===== config.mk =====
export PLATFORM = sky130hd
export DESIGN_NAME = vr_mmio_uart
export DESIGN_NICKNAME = d
export VERILOG_FILES = /design/src/rtl/vr_mmio_uart.sv
export SDC_FILE = /design/constraint.sdc
export NUM_CORES = 1
export LEC_CHECK = 0
export ABC_AREA = 1
export BUFFER_PORTS_ARGS = -buffer_cell sky130_fd_sc_hd__buf_2
export CORE_UTILIZATION = 50
export CTS_CLUSTER_SIZE = 20
export DETAILED_ROUTE_END_ITERATION = 12
export GPL_TIMING_DRIVEN = 0
export HOLD_SLACK_MARGIN = 0.12
export MAX_ROUTING_LAYER = met4
export PLACE_DENSITY_LB_ADDON = 0.15
export SLEW_MARGIN = 20
export SYNTH_ARGS = -nofsm -noshare
export SYNTH_HDL_FRONTEND = slang
export SYNTH_SLANG_ARGS = --single-unit

===== constraint.sdc =====
create_clock -name i_clk -period 3 [get_ports i_clk]
set_input_delay 0.15 -clock i_clk [delete_from_list [all_inputs] [get_ports i_clk]]
set_output_delay 0.15 -clock i_clk [all_outputs]
set_load 0.01 [all_outputs]

===== src/rtl/vr_mmio_uart.sv =====
// Memory-mapped LED register plus FIFO-buffered 8N1 UART transmitter on the IO page.
// Optional macro VR_MMIO_LEDS_EN enables the LED register; without it o_LEDS is tied low.
module vr_mmio_uart #(
  parameter int CLKS_PER_BIT = 104,
  parameter int FIFO_DEPTH   = 4
) (
  input  logic        i_clk,
  input  logic        i_rst,
  input  logic [31:0] i_MEM_addr,
  input  logic        i_rEN,
  input  logic [31:0] i_MEM_wdata,
  input  logic [3:0]  i_wMASK,
  output logic [31:0] o_MEM_rdata,
  output logic        o_uart_tx,
  output logic [4:0]  o_LEDS
);
  localparam int PTR_W = (FIFO_DEPTH > 1) ? $clog2(FIFO_DEPTH) : 1;
  localparam logic [PTR_W:0]   DEPTH_CNT = FIFO_DEPTH[PTR_W:0];
  localparam logic [PTR_W:0]   CNT_ONE   = 1;
  localparam logic [PTR_W-1:0] PTR_ONE   = 1;
  localparam logic [15:0]      BIT_LAST  = CLKS_PER_BIT[15:0] - 16'd1;

  typedef enum logic [1:0] {ST_IDLE, ST_START, ST_DATA, ST_STOP} state_t;

  logic             io_sel, wr_en, rd_en, data_wr, ov_clr, ov_set;
  logic [1:0]       reg_sel;
  logic [7:0]       fifo_mem [FIFO_DEPTH];
  logic [PTR_W-1:0] wr_ptr_reg, rd_ptr_reg;
  logic [PTR_W:0]   count_reg;
  logic             fifo_empty, fifo_full, push, pop;
  state_t           state_reg, state_next;
  logic [15:0]      baud_cnt_reg;
  logic [2:0]       bit_idx_reg;
  logic [7:0]       tx_byte_reg;
  logic             baud_last, busy, overflow_reg, uart_tx;
  logic [31:0]      rdata_reg, rdata_next;
  logic [4:0]       leds;
  logic             unused_bits;

  assign unused_bits = ^{i_MEM_addr[31:23], i_MEM_addr[21:4], i_MEM_addr[1:0], i_MEM_wdata[31:8]};

  // Bus decode; anything coincident with reset is ignored.
  assign io_sel  = i_MEM_addr[22];
  assign reg_sel = i_MEM_addr[3:2];
  assign wr_en   = io_sel && (i_wMASK != 4'd0) && !i_rst;
  assign rd_en   = io_sel && i_rEN && !i_rst;
  assign data_wr = wr_en && (reg_sel == 2'b01);
  assign ov_clr  = rd_en && (reg_sel == 2'b10);

  assign fifo_empty = (count_reg == '0);
  assign fifo_full  = (count_reg == DEPTH_CNT);
  assign baud_last  = (baud_cnt_reg == BIT_LAST);
  assign busy       = !fifo_empty || (state_reg != ST_IDLE);

  // A pop in the same cycle frees a slot, so a push into a full FIFO still lands.
  assign pop    = !fifo_empty && !i_rst &&
                  ((state_reg == ST_IDLE) || ((state_reg == ST_STOP) && baud_last));
  assign push   = data_wr && (!fifo_full || pop);
  assign ov_set = data_wr && fifo_full && !pop;

  always_ff @(posedge i_clk) begin
    if (push) begin
      fifo_mem[wr_ptr_reg] <= i_MEM_wdata[7:0];
    end
  end

  always_ff @(posedge i_clk) begin
    if (i_rst) begin
      wr_ptr_reg <= '0;
      rd_ptr_reg <= '0;
      count_reg  <= '0;
    end else begin
      if (push) wr_ptr_reg <= wr_ptr_reg + PTR_ONE;
      if (pop)  rd_ptr_reg <= rd_ptr_reg + PTR_ONE;
      if (push && !pop)      count_reg <= count_reg + CNT_ONE;
      else if (pop && !push) count_reg <= count_reg - CNT_ONE;
    end
  end

  always_ff @(posedge i_clk) begin
    if (i_rst) begin
      state_reg    <= ST_IDLE;
      baud_cnt_reg <= '0;
      bit_idx_reg  <= '0;
      tx_byte_reg  <= '0;
    end else begin
      state_reg <= state_next;
      if ((state_reg == ST_IDLE) || baud_last) baud_cnt_reg <= '0;
      else                                     baud_cnt_reg <= baud_cnt_reg + 16'd1;
      if ((state_reg == ST_DATA) && baud_last) bit_idx_reg <= bit_idx_reg + 3'd1;
      if (pop) tx_byte_reg <= fifo_mem[rd_ptr_reg];
    end
  end

  always_comb begin
    state_next = state_reg;
    case (state_reg)
      ST_IDLE:  if (!fifo_empty) state_next = ST_START;
      ST_START: if (baud_last) state_next = ST_DATA;
      ST_DATA:  if (baud_last && (bit_idx_reg == 3'd7)) state_next = ST_STOP;
      ST_STOP:  if (baud_last) state_next = fifo_empty ? ST_IDLE : ST_START;
      default:  state_next = ST_IDLE;
    endcase
  end

  always_comb begin
    uart_tx = 1'b1;
    case (state_reg)
      ST_START: uart_tx = 1'b0;
      ST_DATA:  uart_tx = tx_byte_reg[bit_idx_reg];
      default:  uart_tx = 1'b1;
    endcase
  end

  // Set wins over the read-triggered clear.
  always_ff @(posedge i_clk) begin
    if (i_rst)       overflow_reg <= 1'b0;
    else if (ov_set) overflow_reg <= 1'b1;
    else if (ov_clr) overflow_reg <= 1'b0;
  end

  always_comb begin
    rdata_next = '0;
    case (reg_sel)
      2'b00:   rdata_next = {27'd0, leds};
      2'b10:   rdata_next = {29'd0, overflow_reg, fifo_full, busy};
      default: rdata_next = '0;
    endcase
  end

  always_ff @(posedge i_clk) begin
    if (i_rst)      rdata_reg <= '0;
    else if (rd_en) rdata_reg <= rdata_next;
  end

`ifdef VR_MMIO_LEDS_EN
  logic [4:0] leds_reg;
  always_ff @(posedge i_clk) begin
    if (i_rst)                           leds_reg <= '0;
    else if (wr_en && (reg_sel == 2'b00)) leds_reg <= i_MEM_wdata[4:0];
  end
  assign leds = leds_reg;
`else
  assign leds = '0;
`endif

  assign o_MEM_rdata = rdata_reg;
  assign o_uart_tx   = uart_tx;
  assign o_LEDS      = leds;
endmodule


==> results.txt, run 1 <==
STA classifies the critical path endpoint as a flip-flop. In this run the remaining antenna-violating nets after routing total 0. Setup violations remaining at the end of the flow were counted as 0. In this run, distinct cell masters in the synthesized netlist total 37.

In this run the horizontal extent of the chip is 85.4 um. The largest individual stage delay along the critical path comes from the cell sky130_fd_sc_hd__fa_1. The maximum net fanout on the critical path came out at 7. Broken down by cell family, the worst path's largest delay share belongs to simple AND/OR/NAND/NOR gates. The number of sinks handled by clock tree synthesis is 72. Of the cells placed in the final design, the portion with a size suffix greater than 1 is 0.186. The worst hold path begins at i_rEN. The max capacitance violation total is 0. The sum of met2 wire segment lengths after detailed routing came out at roughly 2800 um. The average vias per placed instance is 4.72.

The worst hold path endpoint is o_MEM_rdata[1]. In this run the static leakage power is 1.73 nW. In the detailed route, the total length drawn on met3 is 237 um. The worst clock skew is 0.0127 ns. The post-route DRC violation count is 0. The number of buffers inserted for hold repair after clock tree synthesis is 10. Setup repair after global routing left no endpoint under its margin. The pre-antenna-repair detailed-routing pass consisted of 4 iterations. The synthesized instance count is 387. The critical path goes through ha_1 > nand2_1 > inv_1 > nand2_2 > nor2_4 > nand3_2 > nand2_4 > nand2_4 > nand2_4 > nand2_2 > inv_1 > ha_1 > inv_1 > fa_1 > a21oi_1 > o21ai_0 > o21ai_0 > a21oi_1. The count of fill cells added during filler insertion is slightly above 600. The worst-case headroom to the max-slew limit came out at 0.480. The clock transition at the registers of the reported paths came out at 0.08 ns. Post-CTS repair changed the size of 0 cells. By startpoint and endpoint, the worst setup path is classified as flip-flop to flip-flop. The count of final max-slew check failures is 0. Tracing the worst setup path back leads to its startpoint at baud_cnt_reg[0]. The length of routed wiring on met1 came out at around 2800 um. For the worst setup path, the data required time is 3.24 ns. The final layout contains ~550 nets. The post-detailed-placement half-perimeter wirelength came out at 4330 um.

The number of flip-flops and latches in the synthesized netlist came out at 72. After layout, the minimum clock period comes to 2.56 ns. The final hold violation count came out at 0. The worst hold path cell count is 4.

The pin count of the biggest net entering global routing is 15. The number of buffers added by the clock tree synthesis step is 9. The global route total overflow is 0. The post-CTS setup repair buffer count is 0. The area of the multi-input gates came out at 0.00138 mm^2. At the later pin of the worst-skew pair, clock insertion delay measures 0.35 ns.

The number of inserted diodes came out at 0. In this run the number of H-tree levels came out at 3. The initial antenna violation count is 0. The total via count in the routed design is 2581.

The footprint of the flip-flops and latches came out at between 0.0015 and 0.002 mm^2. The final worst-path cycle share came out at 0.854. Signal routing reaches up to met4. The maximum ir drop on the vdd rail is approximately 0.44 mV. The first global-routing pass estimated 9970 um of wire.

The number of global-route vias before repair is 2297. The mapped cell area is 0.00348 mm^2. The largest buffer count on any clock path came out at 2. The summed area of non-filler cells in the final layout is 0.00411 mm^2. The worst register-to-register path begins at baud_cnt_reg[0]. The end of the worst register-to-register path is count_reg[2].

The total routed wirelength came out at 5920 um. The power per unit of standard cell area came out at 626 mW/mm^2. The most used flip-flop cell after synthesis is sky130_fd_sc_hd__dfxtp_1.

Across all register-to-register paths, the minimum setup slack is 0.44 ns. The starting DRC count in detailed routing came out at 105. For the final routed database, the setup TNS stands at 0 ns. The delay of the slowest critical-path stage came out at 0.37 ns. The number of cells on the worst reg-to-reg path is 18. The placeable core region came out at 0.00676 mm^2.

The number of synthesized flops with an enable pin is 32. The worst setup path is launched from a flip-flop. The sequential area share after synthesis is 0.507. The number of flip-flops under the largest register name is 32. The end-of-flow core utilization came out at 0.608. Row generation in the floorplan step produced 30 rows. The signed area change from the synthesized netlist to the final layout is 18.1%. The min-delay analysis places its worst path in the category primary input to flip-flop. The aggregate global-route resource usage came out at 0.181. The Yosys warning count came out at 0.

For the worst setup path, the data arrival time is 2.80 ns. The initial utilization of the core area, before any placement, comes to 0.515. The final estimated routing congestion in global placement is 0.802. The floorplan step defined a die boundary enclosing around 0.0073 mm^2. The count of boundary I/O pins came out at 109. The cell sitting at the root of the clock tree is a sky130_fd_sc_hd__clkbuf_8. The wire length per cell came out at 10.8 um. For this run, the top clock speed supported by timing is 390 MHz.

A synthesized cell averages between 8 and 9 um^2. The height of the chip is 85.4 um. The proportion of synthesized flip-flops having asynchronous set or reset is 0. The number of buffer and inverter stages on the critical path is 3. The count of input and output buffers came out at 21. At the pin with the least slew margin, the transition time is 0.776 ns. The cell area after placement is 0.00381 mm^2. The flow ran to the end, and the final reports show no timing, DRC or antenna violations. TritonCTS built the clock tree.
[Yosys cell counts (2+ instances only)]
| master | number | share of area |
|---|---|---|
| sky130_fd_sc_hd__ha_1 | 13 | 0.047 |
| sky130_fd_sc_hd__dfxtp_1 | 40 | 0.23 |
| sky130_fd_sc_hd__o21ai_0 | 32 | 0.046 |
| sky130_fd_sc_hd__nand3_1 | 19 | 0.027 |
| sky130_fd_sc_hd__nand4_1 | 2 | 0.0036 |
| sky130_fd_sc_hd__nand2_2 | 3 | 0.0054 |
| sky130_fd_sc_hd__o22ai_1 | 8 | 0.014 |
| sky130_fd_sc_hd__nor3_1 | 9 | 0.013 |
| sky130_fd_sc_hd__nand2_4 | 3 | 0.0097 |
| sky130_fd_sc_hd__nor2_1 | 48 | 0.052 |
| sky130_fd_sc_hd__o21bai_1 | 3 | 0.0065 |
| sky130_fd_sc_hd__a21oi_1 | 30 | 0.043 |
| sky130_fd_sc_hd__nor4_1 | 2 | 0.0036 |
| sky130_fd_sc_hd__edfxtp_1 | 32 | 0.28 |
| sky130_fd_sc_hd__nor3b_1 | 2 | 0.0043 |
| sky130_fd_sc_hd__buf_2 | 4 | 0.0058 |
| sky130_fd_sc_hd__xor2_1 | 2 | 0.0050 |
| sky130_fd_sc_hd__inv_1 | 43 | 0.046 |
| sky130_fd_sc_hd__nand2_1 | 38 | 0.041 |
| sky130_fd_sc_hd__buf_4 | 35 | 0.076 |
| sky130_fd_sc_hd__a211oi_1 | 3 | 0.0065 |
[worst max-delay path by stage]
stage,end,slack (ns),cells after the start
floorplan,count_reg[2],0.66,18
global placement,count_reg[2],0.47,18
detailed placement,count_reg[2],0.42,18
CTS,count_reg[2],0.42,18
global route,count_reg[2],0.24,13
finish,count_reg[2],0.44,18
[per-stage QoR]
stage | hold WS (ns) | instances | setup WS [ns] | power (mW)
final | 0.142 | 547 | 0.439 | 2.57
after global routing | 0.169 | 547 | 0.238 | 2.73
after CTS | 0.126 | 547 | 0.421 | 2.59
after detailed placement | 0.367 | 521 | 0.425 | 1.81
after global placement | 0.362 | 521 | 0.472 | 1.79
after floorplan | 0.228 | 420 | 0.658 | 1.66
[worst register-to-register path, delay by kind of cell (launching register included)]
kind                       cells  cell delay (ns)
AOI/OAI and AO/OA              4             0.46
adders and majority gates      3             0.68
and+or+nand+nor                8             0.73
buffers and inverters          3             0.22
DFF                            1             0.35
[cell type report]
type	instances	share of cell area
buffer	41	0.0725
clock buffer	9	0.0302
clock inverter	7	0.0186
inverter	44	0.0402
multi-input combinational	263	0.335
sequential	72	0.429
tap	80	0.0244
timing repair buffer	31	0.0500
[logic make-up after synthesis]
group                    count (synthesis)  synth area share
AO/OA/AOI/OAI                           81             0.127
XOR/XNOR                                 3           0.00756
adder cells (fa/ha/maj)                 14            0.0525
buffers and inverters                   85             0.133
flip-flops                              72             0.507
other                                    1           0.00108
AND/OR/NAND/NOR                        131             0.172
[placed cells by master (no fill, tap or decap), types with 3 or more instances in the layout]
cell                            count
sky130_fd_sc_hd__clkbuf_8           9
sky130_fd_sc_hd__edfxtp_1          32
sky130_fd_sc_hd__nor3_1             9
sky130_fd_sc_hd__buf_4             35
sky130_fd_sc_hd__a211oi_1           3
sky130_fd_sc_hd__nor2_1            48
sky130_fd_sc_hd__buf_2             25
sky130_fd_sc_hd__nand3_1           19
sky130_fd_sc_hd__nand2_1           38
sky130_fd_sc_hd__ha_1              13
sky130_fd_sc_hd__dfxtp_1           40
sky130_fd_sc_hd__o21ai_0           32
sky130_fd_sc_hd__inv_1             43
sky130_fd_sc_hd__o21bai_1           3
sky130_fd_sc_hd__inv_6              4
sky130_fd_sc_hd__conb_1            34
sky130_fd_sc_hd__nand2_2            3
sky130_fd_sc_hd__a21oi_1           30
sky130_fd_sc_hd__nand2_4            3
sky130_fd_sc_hd__o22ai_1            8
sky130_fd_sc_hd__dlygate4sd3_1     10
[power by group]
part	internal [mW]	switching [mW]	leakage (nW)
clock	0.393	0.384	0.0987
combinational	0.246	0.393	1.02
sequential	1.10	0.0545	0.612
[routing by layer]
layer	track usage	vias up
met3	0.0506	7
li1	-	1385
met5	-	-
met2	0.305	47
met4	0.0591	0
met1	0.211	1142
No activity file was read; power rests on OpenSTA's default activity.
==> inputs of run 2 (changes only) <==
GPL_TIMING_DRIVEN = not set   (was 0)
==> run 2 against run 1 <==
- first-iteration DRC count fell by 15%
- flip-flop and latch count stayed put
- setup slack lost 0.085 ns
- worst hold slack better by 0.011 ns
==> results.txt, run 2 (same netlist as run 1, synthesis figures left out) <==
The run finished with clean final reports. The height of the chip came out at 85.4 um (unchanged). The reported leakage power is 1.55 nW (-11%). The clock transition at the registers of the reported paths is 0.08 ns (about the same). The number of buffers inserted for hold repair after clock tree synthesis came out at 11 (+1). The final estimated routing congestion in global placement came out at 0.767 (-4.4%). The pin count of the biggest net entering global routing is 19 (+4).

The largest buffer count on any clock path is 2 (unchanged). The footprint of the flip-flops and latches came out at 0.00176 mm^2 (unchanged). The arrival time at the worst endpoint is 2.88 ns (+0.08 ns).

The starting density of the core is 0.515 (unchanged). The area of the multi-input gates came out at 0.00138 mm^2 (unchanged). The number of detailed-routing iterations run before antenna repair is 4 (unchanged). The path class of the tightest hold or removal check is primary input to flip-flop. The aggregate global-route resource usage came out at 0.176 (-0.00565). The total via count in the routed design came out at 2503 (-3.0%).

The worst clock skew is 0.00965 ns (-0.00304 ns). The final hold violation count came out at 0 (unchanged). The proportion of power drawn by flip-flops and latches is 0.476 (+0.026).

The achievable frequency is 378 MHz (-3.2%). The count of boundary I/O pins came out at 109 (unchanged). Setup repair after global routing left no endpoint under its margin. The switching power total came out at 811 uW (-2.4%).

The post-CTS setup repair buffer count is 0 (unchanged). The total power consumption of the routed design is 2.44 mW (-5.3%). The count of input and output buffers is 21 (unchanged). The number of inserted diodes is 0 (unchanged). The share of power burned in the clock network came to 0.279 (-0.023).

The first-pass GRT wire length is 9540 um (-4.3%). The total negative slack for setup checks came out at 0 ns (unchanged). By startpoint and endpoint, the worst setup path is classified as flip-flop to flip-flop. The number of global-route vias before repair came out at 2206 (-4.0%).

The H-tree depth came to 3 (unchanged). The average vias per placed instance is 4.87 (+3.2%). The max capacitance violation total came to 0 (unchanged).

The slew at the pin closest to its max-slew limit came out at 0.609 ns (-0.168 ns). The final critical-path required period came out at 2.65 ns (+0.0852 ns). The required time of the critical path came out at 3.23 ns (about the same). The fraction of final layout cells sized beyond drive strength 1 came out at 0.124 (-0.0619). The number of flip-flops under the largest register name came out at 32 (unchanged).

The number of sinks handled by clock tree synthesis came to 72 (unchanged). The standard-cell row count is 30 (unchanged). The initial antenna violation count is 0 (unchanged). The family with the most delay on the worst path is simple AND/OR/NAND/NOR gates. The number of buffer and inverter stages on the critical path is 3 (unchanged). The post-route DRC violation count came to 0 (unchanged).

The die outline width is 85.4 um (unchanged). The count of final max-slew check failures is 0 (unchanged). The starting DRC count in detailed routing came out at 89 (-15%). The signal on the critical path passes through ha_1 > nand2_1 > inv_1 > nand2_2 > nor2_4 > nand3_2 > nand2_4 > nand2_4 > nand2_4 > nand2_2 > inv_1 > ha_1 > inv_1 > fa_1 > a21oi_1 > o21ai_0 > o21ai_0 > a21oi_1. The final worst-path cycle share came out at 0.882 (+0.0284). The total routed wirelength is 5740 um (-3.0%). The cell sitting at the root of the clock tree is a sky130_fd_sc_hd__clkbuf_8.

The worst hold margin came out at 0.153 ns (+0.0113 ns). The wire length per cell came out at 11.2 um (+3.2%). The post-placement cell count is 487 (-6.5%). The final count of negative-setup-slack endpoints came out at 0 (unchanged). The clock latency on the worst-skew pair is 0.35 ns (about the same). The signed area change from the synthesized netlist to the final layout came out at 10.7%. The global route total overflow came out at 0 (unchanged). The maximum ir drop on the vdd rail is 0.371 mV (-16%).

The number of buffers added by the clock tree synthesis step is 9 (unchanged). The worst-case headroom to the max-slew limit is 0.593 (+0.113). The delay of the slowest critical-path stage came to 0.38 ns (about the same). The count of fill cells added during filler insertion is 620 (+0.81%).

The fraction of power spent switching nets came out at 0.333 (+0.00996). The library cell used most frequently in the layout, excluding fill and tap cells, is sky130_fd_sc_hd__nor2_1. The relative contribution of combinational cells to total power is 0.245 (-0.003). TritonCTS built the clock tree. The net count of the finished layout came to 514 (-6.0%). The worst setup path is captured at a flip-flop.

The final cell count without fillers is 514 (-6.0%). The post-cts gate resize count is 0 (unchanged). The power per unit of standard cell area came out at 633 mW/mm^2 (+1.0%).

The launching element type of the critical path is a flip-flop. The placeable core region is 0.00676 mm^2 (unchanged). The internal power of the cells came to 1.62 mW (-6.7%). The maximum net fanout on the critical path is 16 (+9). The largest individual stage delay along the critical path comes from the cell sky130_fd_sc_hd__fa_1. The post-detailed-placement half-perimeter wirelength is 3980 um (-8.0%).

In the layout the commonest cells are sky130_fd_sc_hd__nor2_1 (48), sky130_fd_sc_hd__inv_1 (43), sky130_fd_sc_hd__dfxtp_1 (40), sky130_fd_sc_hd__nand2_1 (38), sky130_fd_sc_hd__conb_1 (34). The residual antenna-violating net count after detailed routing came out at 0 (unchanged). The full die area is 0.00729 mm^2 (unchanged).
==> run 2: through the flow <==
step                      setup slack, ns  utilization  cell area, um^2
after floorplan                     0.658            -             3600
after global placement              0.409        0.527             3560
after detailed placement            0.347        0.527             3560
after CTS                           0.335        0.570             3850
after global routing               0.0852        0.570             3850
final                               0.354        0.570             3850
==> run 2: metal layers <==
layer  share of wire  GRT usage  vias up
met2            0.49      0.306       47
met1            0.46      0.189     1137
met4           0.014     0.0682        0
li1                -          -     1310
met5               0          -        -
met3           0.034     0.0525        9
==> run 2: path summary, 6_finish.rpt <==
check	cells after the start	slack [ns]	end	from
worst min register to register	1	0.45	baud_cnt_reg[0]	baud_cnt_reg[0]
worst min-delay path	2	0.15	count_reg[0]	i_rst
worst max register to register	18	0.35	count_reg[2]	baud_cnt_reg[0]
worst max-delay path	18	0.35	count_reg[2]	baud_cnt_reg[0]
==> run 2: power by group through the flow <==
| stage | sequential [mW] | combinational (mW) | clock (mW) |
|---|---|---|---|
| finish | 1.16 | 0.597 | 0.680 |
| global route | 1.17 | 0.686 | 0.746 |
| CTS | 1.16 | 0.601 | 0.703 |
| detailed placement | 1.18 | 0.589 | 0 |
| global placement | 1.18 | 0.574 | 0 |
| floorplan | 1.17 | 0.494 | 0 |
==> run 2: cell type report <==
type,count,area share
clock buffers,9,0.0322
clock inverters,7,0.0140
inverters,44,0.0429
multi-input cells,263,0.358
flip-flops and latches,72,0.458
well taps,80,0.0260
repair buffers,39,0.0696
==> inputs of run 3 (changes only) <==
CORE_ASPECT_RATIO = 0.5   (was not set)
==> run 3 against run 2 <==
- sequential power barely moved
- setup slack better by 0.023 ns
- global-route usage grew 1.9 points
- highest routed layer unchanged
- die area grew 0.28%
- via count increased by 1.6%
- critical path depth unchanged
- wire length up 8.2%
- cell count rose by 1.4%
==> results.txt, run 3 (same netlist as run 1, synthesis figures left out) <==
The run finished with clean final reports. The height of the chip came out at 61.0 um (-29%). The summed area of non-filler cells in the final layout came out at 0.00397 mm^2 (+3.1%).

The switching power total is 861 uW (+6.2%). The placeable core region is 0.00670 mm^2 (-0.83%). The clock latency on the worst-skew pair came out at 0.33 ns (-0.02 ns).

The total power consumption of the routed design came to 2.90 mW (+19%). The die outline width came out at 120 um (+40%). The global route total overflow came out at 0 (unchanged).

The timing startpoint of the critical path is baud_cnt_reg[0]. The class of the most critical setup path is flip-flop to flip-flop. The maximum net fanout on the critical path came to 16 (unchanged). The maximum ir drop on the vdd rail is 0.473 mV (+28%). The count of input and output buffers is 21 (unchanged). The H-tree depth is 3 (unchanged). The number of buffers added by the clock tree synthesis step was 9 (unchanged). Setup repair after global routing left no endpoint under its margin. The net count of the finished layout is 509 (-0.97%). The post-cts gate resize count was 0 (unchanged). The launching element type of the critical path is a flip-flop. Leaving out fill and tap cells, the most frequent cells in the layout are sky130_fd_sc_hd__nor2_1 (48), sky130_fd_sc_hd__inv_1 (43), sky130_fd_sc_hd__dfxtp_1 (40), sky130_fd_sc_hd__nand2_1 (38), sky130_fd_sc_hd__conb_1 (34). The number of global-route vias before repair came out at 2313 (+4.9%). The worst-case headroom to the max-slew limit is 0.604 (+0.0107). The max capacitance violation total came out at 0 (unchanged). The fraction of final layout cells sized beyond drive strength 1 came to 0.124 (-0.000881).

The final estimated routing congestion in global placement is 0.839 (+9.5%). The worst reg-to-reg path cell count came out at 18 (unchanged). The total via count in the routed design is 2543 (+1.6%). The setup slack of the most critical reg-to-reg path came to 0.38 ns (+0.02 ns). The final count of negative-setup-slack endpoints came out at 0 (unchanged). The required time of the critical path is 3.22 ns (about the same). The number of inserted diodes is 0 (unchanged). The post-detailed-placement half-perimeter wirelength is 4260 um (+7.0%). The clock transition at the registers of the reported paths came out at 0.05 ns (-0.03 ns). The achievable frequency is 381 MHz (+0.89%). Leaving out fill and tap cells, the most frequent cell in the layout is sky130_fd_sc_hd__nor2_1. The slew at the pin closest to its max-slew limit came out at 0.593 ns (-0.0160 ns).

The post-route DRC violation count is 0 (unchanged). The count of final max-slew check failures came out at 0 (unchanged). The proportion of power drawn by flip-flops and latches came out at 0.406 (-0.070). The startpoint identified for the worst register-to-register timing path is baud_cnt_reg[0]. The worst hold margin came out at 0.142 ns (-0.0111 ns). The aggregate global-route resource usage was 0.195 (+0.0187). The cell area after placement is 0.00356 mm^2 (unchanged). The first-pass GRT wire length came out at 10200 um (+6.7%).

The internal power of the cells is 2.04 mW (+26%). The power per unit of standard cell area came out at 732 mW/mm^2 (+16%). The path class of the tightest hold or removal check is primary input to flip-flop.

The final critical-path required period came out at 2.62 ns (-0.0233 ns). The final hold violation count came out at 0 (unchanged). The number of detailed-routing iterations run before antenna repair came out at 4 (unchanged). The reported leakage power was 1.59 nW (+3.0%). The destination of the critical timing path is count_reg[2]. The total routed wirelength came to 6210 um (+8.2%). TritonCTS built the clock tree. The share of power burned in the clock network is 0.397 (+0.118). The number of sinks handled by clock tree synthesis is 72 (unchanged). The fraction of power spent switching nets came to 0.296 (-0.0365). The final worst-path cycle share is 0.874 (-0.00777). The type of element capturing the critical path is a flip-flop. The relative contribution of combinational cells to total power came out at 0.197 (-0.048). The initial antenna violation count came out at 0 (unchanged). The starting DRC count in detailed routing was 120 (+35%). The arrival time at the worst endpoint is 2.84 ns (-0.04 ns). The largest buffer count on any clock path is 2 (unchanged). The worst clock skew is 0.00697 ns (-0.00267 ns).

The number of flip-flops under the largest register name came out at 32 (unchanged). The count of boundary I/O pins was 109 (unchanged). The average vias per placed instance is 4.88 (+0.23%). The total negative slack for setup checks is 0 ns (unchanged). The pin count of the biggest net entering global routing is 19 (unchanged). The residual antenna-violating net count after detailed routing is 0 (unchanged). The full die area was 0.00731 mm^2 (+0.28%). The signed area change from the synthesized netlist to the final layout came out at 14.1%.

The starting density of the core came out at 0.519 (+0.00432). The clock root buffer is sky130_fd_sc_hd__clkbuf_16. The standard-cell row count is 21 (-30%). The endpoint identified for the worst register-to-register timing path is count_reg[2]. The wire length per cell is 11.9 um (+6.7%).
## run 3: cell types whose count changed in the layout (fill, tap and decap cells not counted), sizes merged
cell | previous run | this run
dlygate4sd3 | 11 | 8
clkinvlp | 2 | 1
clkinv | 3 | 2
bufinv | 0 | 2
buf | 28 | 26
## run 3: area by class of cell
| cell class | count | area, um^2 |
|---|---|---|
| Clock buffer | 9 | 225 |
| Inverter | 44 | 165 |
| Multi-Input combinational cell | 263 | 1380 |
| Fill cell | 585 | 2730 |
| Sequential cell | 72 | 1760 |
| Tap cell | 92 | 115 |
| Clock inverter | 7 | 103 |
| Timing Repair Buffer | 34 | 223 |
## run 3: per-stage QoR
stage,setup WS (ns),std cells,utilization
CTS,0.346,521,0.592
floorplan,0.658,420,-
global route,0.182,521,0.592
finish,0.377,521,0.592
detailed placement,0.371,497,0.531
global placement,0.447,497,0.531
## run 3: timing repair
action | in CTS | in global routing
hold endpoints to repair | 32 | 0
hold buffers | 8 | 0
buffers inserted | 0 | 0
## run 3: power groups by stage
stage	combinational [mW]	sequential [mW]	clock (mW)
final	0.572	1.18	1.15
after global routing	0.653	1.19	1.21
after CTS	0.573	1.18	1.17
after detailed placement	0.560	1.20	0
after global placement	0.533	1.20	0
after floorplan	0.494	1.17	0
## run 3: worst max-delay path, cell delays in order (launching register included)
cell,delay (ns)
sky130_fd_sc_hd__dfxtp_1,0.35
sky130_fd_sc_hd__ha_1,0.18
sky130_fd_sc_hd__nand2_1,0.07
sky130_fd_sc_hd__inv_1,0.08
sky130_fd_sc_hd__nand2_2,0.07
sky130_fd_sc_hd__nor2_4,0.10
sky130_fd_sc_hd__nand3_2,0.09
sky130_fd_sc_hd__nand2_4,0.11
sky130_fd_sc_hd__nand2_4,0.13
sky130_fd_sc_hd__nand2_4,0.12
sky130_fd_sc_hd__nand2_2,0.08
sky130_fd_sc_hd__inv_1,0.08
sky130_fd_sc_hd__ha_1,0.13
sky130_fd_sc_hd__inv_1,0.06
sky130_fd_sc_hd__fa_1,0.38
sky130_fd_sc_hd__a21oi_1,0.14
sky130_fd_sc_hd__o21ai_0,0.11
sky130_fd_sc_hd__o21ai_0,0.16
sky130_fd_sc_hd__a21oi_1,0.05
## run 3: layer usage
layer / part of all wire / routed length (um) / global-route usage
met5: 0 / 0 / -
met4: 0.013 / 82 / 0.0946
met3: 0.044 / 271 / 0.0648
met2: 0.48 / 3000 / 0.331
met1: 0.46 / 2850 / 0.211
## run 3: worst min-delay path by stage
stage | start | endpoint | slack, ns | cells past startpoint
after global placement | i_MEM_wdata[1] | fifo_mem[3][1] | 0.36 | 1
after global routing | i_MEM_addr[2] | o_MEM_rdata[0] | 0.15 | 4
after floorplan | i_rst | bit_idx_reg[1] | 0.23 | 1
final | i_MEM_addr[2] | o_MEM_rdata[0] | 0.14 | 4
after detailed placement | i_MEM_wdata[6] | fifo_mem[3][6] | 0.37 | 1
after CTS | i_MEM_addr[2] | o_MEM_rdata[0] | 0.13 | 4
